[config.mk]
export PLATFORM = sky130hd
export DESIGN_NAME = target_scheduler
export DESIGN_NICKNAME = d
export VERILOG_FILES = /design/src/rtl/target_scheduler.sv
export SDC_FILE = /design/constraint.sdc
export NUM_CORES = 1
export LEC_CHECK = 0
export ABC_AREA = 1
export BUFFER_PORTS_ARGS = -buffer_cell sky130_fd_sc_hd__buf_2
export CELL_PAD_IN_SITES_DETAIL_PLACEMENT = 0
export CELL_PAD_IN_SITES_GLOBAL_PLACEMENT = 2
export CORE_UTILIZATION = 35
export DETAILED_ROUTE_END_ITERATION = 7
export PLACE_DENSITY_LB_ADDON = 0.05
export SYNTH_ARGS = -nofsm -noshare
export SYNTH_HDL_FRONTEND = slang
export SYNTH_SLANG_ARGS = --single-unit
export TNS_END_PERCENT = 5
[constraint.sdc]
create_clock -name clk -period 6.2 [get_ports clk]
set_input_delay 1.86 -clock clk [delete_from_list [all_inputs] [get_ports clk]]
set_output_delay 1.86 -clock clk [all_outputs]
set_load 0.05 [all_outputs]
[src/rtl/target_scheduler.sv]
// Frame-level colour target scheduler: picks one enabled colour per frame by round-robin,
// accumulates its pixel count and bounding box, and presents the result over valid/ready.
module target_scheduler #(
  parameter int IMG_W      = 320,
  parameter int IMG_H      = 240,
  parameter int X_W        = 9,
  parameter int Y_W        = 8,
  parameter int CNT_W      = 17,
  parameter int MIN_PIXELS = 64
) (
  input  logic             clk,
  input  logic             rst,
  input  logic             enable,
  input  logic [4:0]       color_mask,
  input  logic             pixel_valid,
  input  logic             pixel_sof,
  input  logic             pixel_eof,
  input  logic [4:0]       match,
  output logic [2:0]       active_color,
  output logic             result_valid,
  input  logic             result_ready,
  output logic [2:0]       result_color,
  output logic             result_found,
  output logic [CNT_W-1:0] result_count,
  output logic [X_W-1:0]   min_x,
  output logic [X_W-1:0]   max_x,
  output logic [Y_W-1:0]   min_y,
  output logic [Y_W-1:0]   max_y,
  output logic             overrun
);

  localparam logic [X_W-1:0]   X_LAST  = X_W'(IMG_W - 1);
  localparam logic [Y_W-1:0]   Y_LAST  = Y_W'(IMG_H - 1);
  localparam logic [CNT_W-1:0] CNT_MAX = '1;
  localparam logic [CNT_W-1:0] MIN_CNT = CNT_W'(MIN_PIXELS);

  typedef enum logic {S_IDLE, S_ACCUM} state_t;

  // Next enabled colour strictly after cur (wrapping over 5 colours); cur itself if none.
  function automatic logic [2:0] f_next(input logic [4:0] mask, input logic [2:0] cur);
    logic [3:0] sum;
    logic [2:0] idx;
    f_next = cur;
    for (int k = 4; k >= 1; k--) begin
      sum = {1'b0, cur} + 4'(k);
      idx = (sum >= 4'd5) ? 3'(sum - 4'd5) : sum[2:0];
      if (mask[idx]) f_next = idx;
    end
  endfunction

  state_t           r_state;
  logic [X_W-1:0]   r_x;
  logic [Y_W-1:0]   r_y;
  logic [CNT_W-1:0] r_cnt;
  logic [X_W-1:0]   r_min_x;
  logic [X_W-1:0]   r_max_x;
  logic [Y_W-1:0]   r_min_y;
  logic [Y_W-1:0]   r_max_y;

  logic [X_W-1:0]   w_cur_x;
  logic [Y_W-1:0]   w_cur_y;
  logic             w_proc;
  logic             w_end;
  logic [2:0]       w_entry_color;
  logic [2:0]       w_color;
  logic [2:0]       w_next_color;
  logic             w_hit;
  logic [CNT_W-1:0] w_base_cnt;
  logic [X_W-1:0]   w_base_min_x;
  logic [X_W-1:0]   w_base_max_x;
  logic [Y_W-1:0]   w_base_min_y;
  logic [Y_W-1:0]   w_base_max_y;
  logic [CNT_W-1:0] w_acc_cnt;
  logic [X_W-1:0]   w_acc_min_x;
  logic [X_W-1:0]   w_acc_max_x;
  logic [Y_W-1:0]   w_acc_min_y;
  logic [Y_W-1:0]   w_acc_max_y;
  logic             w_found;
  logic             w_load_ok;

  // Coordinates of the pixel on the bus this cycle; sof pins it to the origin.
  assign w_cur_x = pixel_sof ? '0 : r_x;
  assign w_cur_y = pixel_sof ? '0 : r_y;

  always_ff @(posedge clk or posedge rst) begin
    if (rst) begin
      r_x <= '0;
      r_y <= '0;
    end else if (pixel_valid) begin
      if (w_cur_x == X_LAST) begin
        r_x <= '0;
        r_y <= (w_cur_y == Y_LAST) ? '0 : w_cur_y + 1'b1;
      end else begin
        r_x <= w_cur_x + 1'b1;
        r_y <= w_cur_y;
      end
    end
  end

  // A pixel is consumed either mid-frame or as the sof that starts a frame from idle.
  assign w_proc = enable & pixel_valid &
                  ((r_state == S_ACCUM) | ((|color_mask) & pixel_sof));
  assign w_end  = w_proc & pixel_eof;

  assign w_entry_color = color_mask[active_color] ? active_color
                                                  : f_next(color_mask, active_color);
  assign w_color       = (r_state == S_IDLE) ? w_entry_color : active_color;
  assign w_next_color  = f_next(color_mask, w_color);
  assign w_hit         = match[w_color];

  // Any sof (entry or mid-frame restart) accumulates on top of fresh initial values.
  assign w_base_cnt   = pixel_sof ? '0 : r_cnt;
  assign w_base_min_x = pixel_sof ? '1 : r_min_x;
  assign w_base_max_x = pixel_sof ? '0 : r_max_x;
  assign w_base_min_y = pixel_sof ? '1 : r_min_y;
  assign w_base_max_y = pixel_sof ? '0 : r_max_y;

  assign w_acc_cnt   = (w_hit && (w_base_cnt != CNT_MAX)) ? w_base_cnt + 1'b1 : w_base_cnt;
  assign w_acc_min_x = (w_hit && (w_cur_x < w_base_min_x)) ? w_cur_x : w_base_min_x;
  assign w_acc_max_x = (w_hit && (w_cur_x > w_base_max_x)) ? w_cur_x : w_base_max_x;
  assign w_acc_min_y = (w_hit && (w_cur_y < w_base_min_y)) ? w_cur_y : w_base_min_y;
  assign w_acc_max_y = (w_hit && (w_cur_y > w_base_max_y)) ? w_cur_y : w_base_max_y;

  assign w_found   = (w_acc_cnt >= MIN_CNT);
  assign w_load_ok = !result_valid || result_ready;

  always_ff @(posedge clk or posedge rst) begin
    if (rst) begin
      r_state      <= S_IDLE;
      r_cnt        <= '0;
      r_min_x      <= '0;
      r_max_x      <= '0;
      r_min_y      <= '0;
      r_max_y      <= '0;
      active_color <= '0;
      result_valid <= 1'b0;
      result_color <= '0;
      result_found <= 1'b0;
      result_count <= '0;
      min_x        <= '0;
      max_x        <= '0;
      min_y        <= '0;
      max_y        <= '0;
      overrun      <= 1'b0;
    end else begin
      overrun <= 1'b0;
      if (result_valid && result_ready) result_valid <= 1'b0;

      if (!enable) begin
        r_state <= S_IDLE;
      end else if (w_proc) begin
        if (w_end) begin
          r_state      <= S_IDLE;
          active_color <= w_next_color;
          if (w_load_ok) begin
            result_valid <= 1'b1;
            result_color <= w_color;
            result_found <= w_found;
            result_count <= w_acc_cnt;
            min_x        <= w_found ? w_acc_min_x : '0;
            max_x        <= w_found ? w_acc_max_x : '0;
            min_y        <= w_found ? w_acc_min_y : '0;
            max_y        <= w_found ? w_acc_max_y : '0;
          end else begin
            overrun <= 1'b1;
          end
        end else begin
          r_state      <= S_ACCUM;
          active_color <= w_color;
          r_cnt        <= w_acc_cnt;
          r_min_x      <= w_acc_min_x;
          r_max_x      <= w_acc_max_x;
          r_min_y      <= w_acc_min_y;
          r_max_y      <= w_acc_max_y;
        end
      end
    end
  end

endmodule

==> results.py <==
metrics = {
    "sta": {
        "min_period_ns": 5.18,
        "setup_tns_ns": 0,
        "setup_viol": 0,
        "fmax_mhz": 193,
        "finalCritPeriodShare_pct": 83.6,
        "finalMaxSlewViolations": 0,
        "rsz0062_at_grt": "no",
        "tightest_slew_ns": 1.10,
        "relSlewSlack_pct": 26.4,
        "clock_skew_ns": 0.0110,
        "hold_viol": 0,
    },
    "cts": {
        "cts_sinks": 129,
        "tritoncts": "built",
        "cts_resized": 0,
        "htree_levels": 4,
        "cts_buffer_depth": 2,
        "numCtsBuffers": 17,
        "clk_pin_slew_ns": 0.06,
        "root_buffer": "clkbuf_16",
        "post-cts-setup-buffers": 0,
        "clock_latency_ns": 0.42,
        "cts_hold_buf": 0,
    },
    "grt": {
        "grt_overflow": 0,
        "antenna_found_initial": 0,
        "grt_pass1_vias": 8287,
        "grt_max_degree": 102,
        "grt_pass1_wl_mm": 42.9,
        "track_usage_pct": 20.4,
    },
    "placement": {
        "port_buffers": 76,
        "gp_congestion": 0.864,
        "dpl.cell_count": 1680,
        "dp_hpwl_mm": 18.8,
    },
    "cells_and_area": {
        "multiInputGateArea_um2": 5170,
        "fin_cells": 1712,
        "num_antenna_cells": 0,
        "fillers": 2727,
        "layout-drive-gt1-share_pct": 15.3,
        "syn_to_final_growth_pct": 14.3,
        "final_nets": 1439,
        "seqCellArea_um2": 3230,
    },
    "drt": {
        "wire_per_inst_um": 15.2,
        "drtIter0Drc": 536,
        "drc": 0,
        "antenna_left": 0,
        "routed_wl_mm": 26.1,
        "viasPerCell": 4.88,
        "first_pass_iters": 7,
        "vias": 8362,
    },
    "critical_path": {
        "crit_path_end_kind": "flip-flop",
        "cpPeakStageDelay_ns": 0.32,
        "reg2reg_depth": 31,
        "critPathRequiredTime_ns": 6.55,
        "crit_arrival_ns": 5.54,
        "crit_slowest_cell": "o31ai_1",
        "cp-start-kind": "input port",
        "timing.rr.end": "active_color[1]",
        "cp_common_cell": "nand2_1",
        "crit_type": "input port to flip-flop",
        "critPathMaxFanout": 12,
        "r2r_slack_ns": 1.43,
        "r2r-start": "active_color[1]",
    },
    "yosys": {
        "synthDistinctLibCells": 50,
        "synth_area_um2": 9140,
        "synth_fp_nets": 1370,
        "synth_cells": 1300,
        "synth_warnings": 0,
        "async_reset_ff_share_pct": 100,
        "ys_seq_area_share_pct": 35.3,
        "synth_top_area_cell": "dfrtp_1",
        "synth_top_area_share_pct": 35.3,
        "synth_flop_cell": "dfrtp_1",
        "avgSynthCellArea_um2": 7.03,
        "ys_ff_latch": 129,
        "synth_edf_count": 0,
        "synth_area_leaders": "dfrtp_1 35%, nand2_1 18%, ha_1 7.0%",
    },
    "hold_path": {
        "hold_depth": 2,
        "hold-path-endpoint": "result_count[6]",
        "hp-class": "flip-flop to flip-flop",
        "hold_start": "result_count[6]",
    },
    "floorplanning": {
        "die_w_um": 164,
        "rows": 58,
        "core_um2": 25400,
        "die_area_um2": 26800,
        "fp.dieH_um": 164,
        "boundaryPins": 77,
        "start_util_pct": 36.0,
    },
    "run": {
        "max_cap_viol_count": 0,
    },
    "status": {
        "status": "finished, final reports clean",
    },
}
==> worst max path at each step <==
stage,from,to,slack (ns),cells past startpoint
2_1_floorplan,rst,active_color[0],0.90,1
3_3_place_gp,color_mask[2],min_x[5],0.58,25
3_5_place_dp,color_mask[2],max_y[5],0.57,25
4_1_cts,color_mask[2],min_x[5],1.01,25
5_1_grt,color_mask[2],active_color[0],0.57,29
6_report,color_mask[2],active_color[0],1.02,29
==> cells in the final DEF, fill, tap and decap left out, types with 4 or more instances in the layout <==
master and n:
inv_2 14, ha_1 51, clkbuf_16 17, nand2_4 5, xnor2_1 5, a21oi_1 51
nor2_2 4, nand2_2 13, o211ai_1 6, nand4_1 22, nor2_1 116, o21ai_2 4
o21a_1 6, inv_1 113, inv_6 6, clkinvlp_4 4, o22ai_1 7, o21ai_1 10
nand3_2 32, o21ai_0 66, buf_2 76, nor3_1 14, buf_4 20, dfrtp_1 129
nand3_1 92, nand2_1 440, xor2_1 15
==> logic make-up after synthesis <==
group           Yosys count  synth area share [%]
simple gates            747                  36.2
buf+inv                 181                  8.31
compound gates          168                  10.5
flops                   129                  35.3
fa+ha+maj                53                  7.42
xor+xnor                 21                  2.09
mux                       1                 0.110
==> critical path, delay by kind of cell <==
family	cells	cell delay, ns
and+or+nand+nor	18	1.44
AOI/OAI and AO/OA	5	1.16
buffers and inverters	4	0.63
adders and majority gates	2	0.44
==> routing by layer <==
metal  part of all wire, %  GRT usage (%)  vias to the layer above
li1                      -              -                     4337
met1                    46           25.1                     3855
met2                    50           37.2                      139
met3                   2.6           2.13                       31
met4                   1.7           6.27                        0
met5                     0              0                        -
==> cell usage after synthesis (13+ instances only) <==
master,n
nand3_1,92
inv_2,13
inv_1,114
a21oi_1,51
dfrtp_1,129
ha_1,51
nand2_1,440
xor2_1,15
nand2_2,13
o21ai_0,66
nand3_2,32
nor3_1,14
nand4_1,22
nor2_1,118
clkbuf_1,23
==> flip-flops by register name (all words and copies together), names as in the netlist, 3 cells and up <==
| signal | flops |
|---|---|
| max_y | 8 |
| active_color | 3 |
| result_color | 3 |
| r_cnt | 17 |
| r_max_x | 9 |
| min_y | 8 |
| result_count | 17 |
| r_min_y | 8 |
| r_min_x | 9 |
| min_x | 9 |
| r_y | 8 |
| r_x | 9 |
| r_max_y | 8 |
| max_x | 9 |
==> layout make-up <==
cell class	instances	share of cell area [%]
multi-input cells	990	49.5
flip-flops and latches	129	30.9
repair buffers	97	5.27
inverters	134	4.96
clock buffers	19	4.24
well taps	330	3.95
clock inverters	13	1.23
==> per-stage QoR <==
step,cell area [um^2],hold WS [ns],worst slack (ns),utilization [%]
finish,10500,0.472,1.02,41.1
global route,10500,0.488,0.566,41.1
CTS,10500,0.477,1.01,41.1
detailed placement,9880,0.460,0.571,38.9
global placement,9880,0.458,0.583,38.9
floorplan,9140,0.449,0.899,-
Power is not shown: default switching activity piles up to over one toggle a cycle in this logic, so the estimate is an artifact.
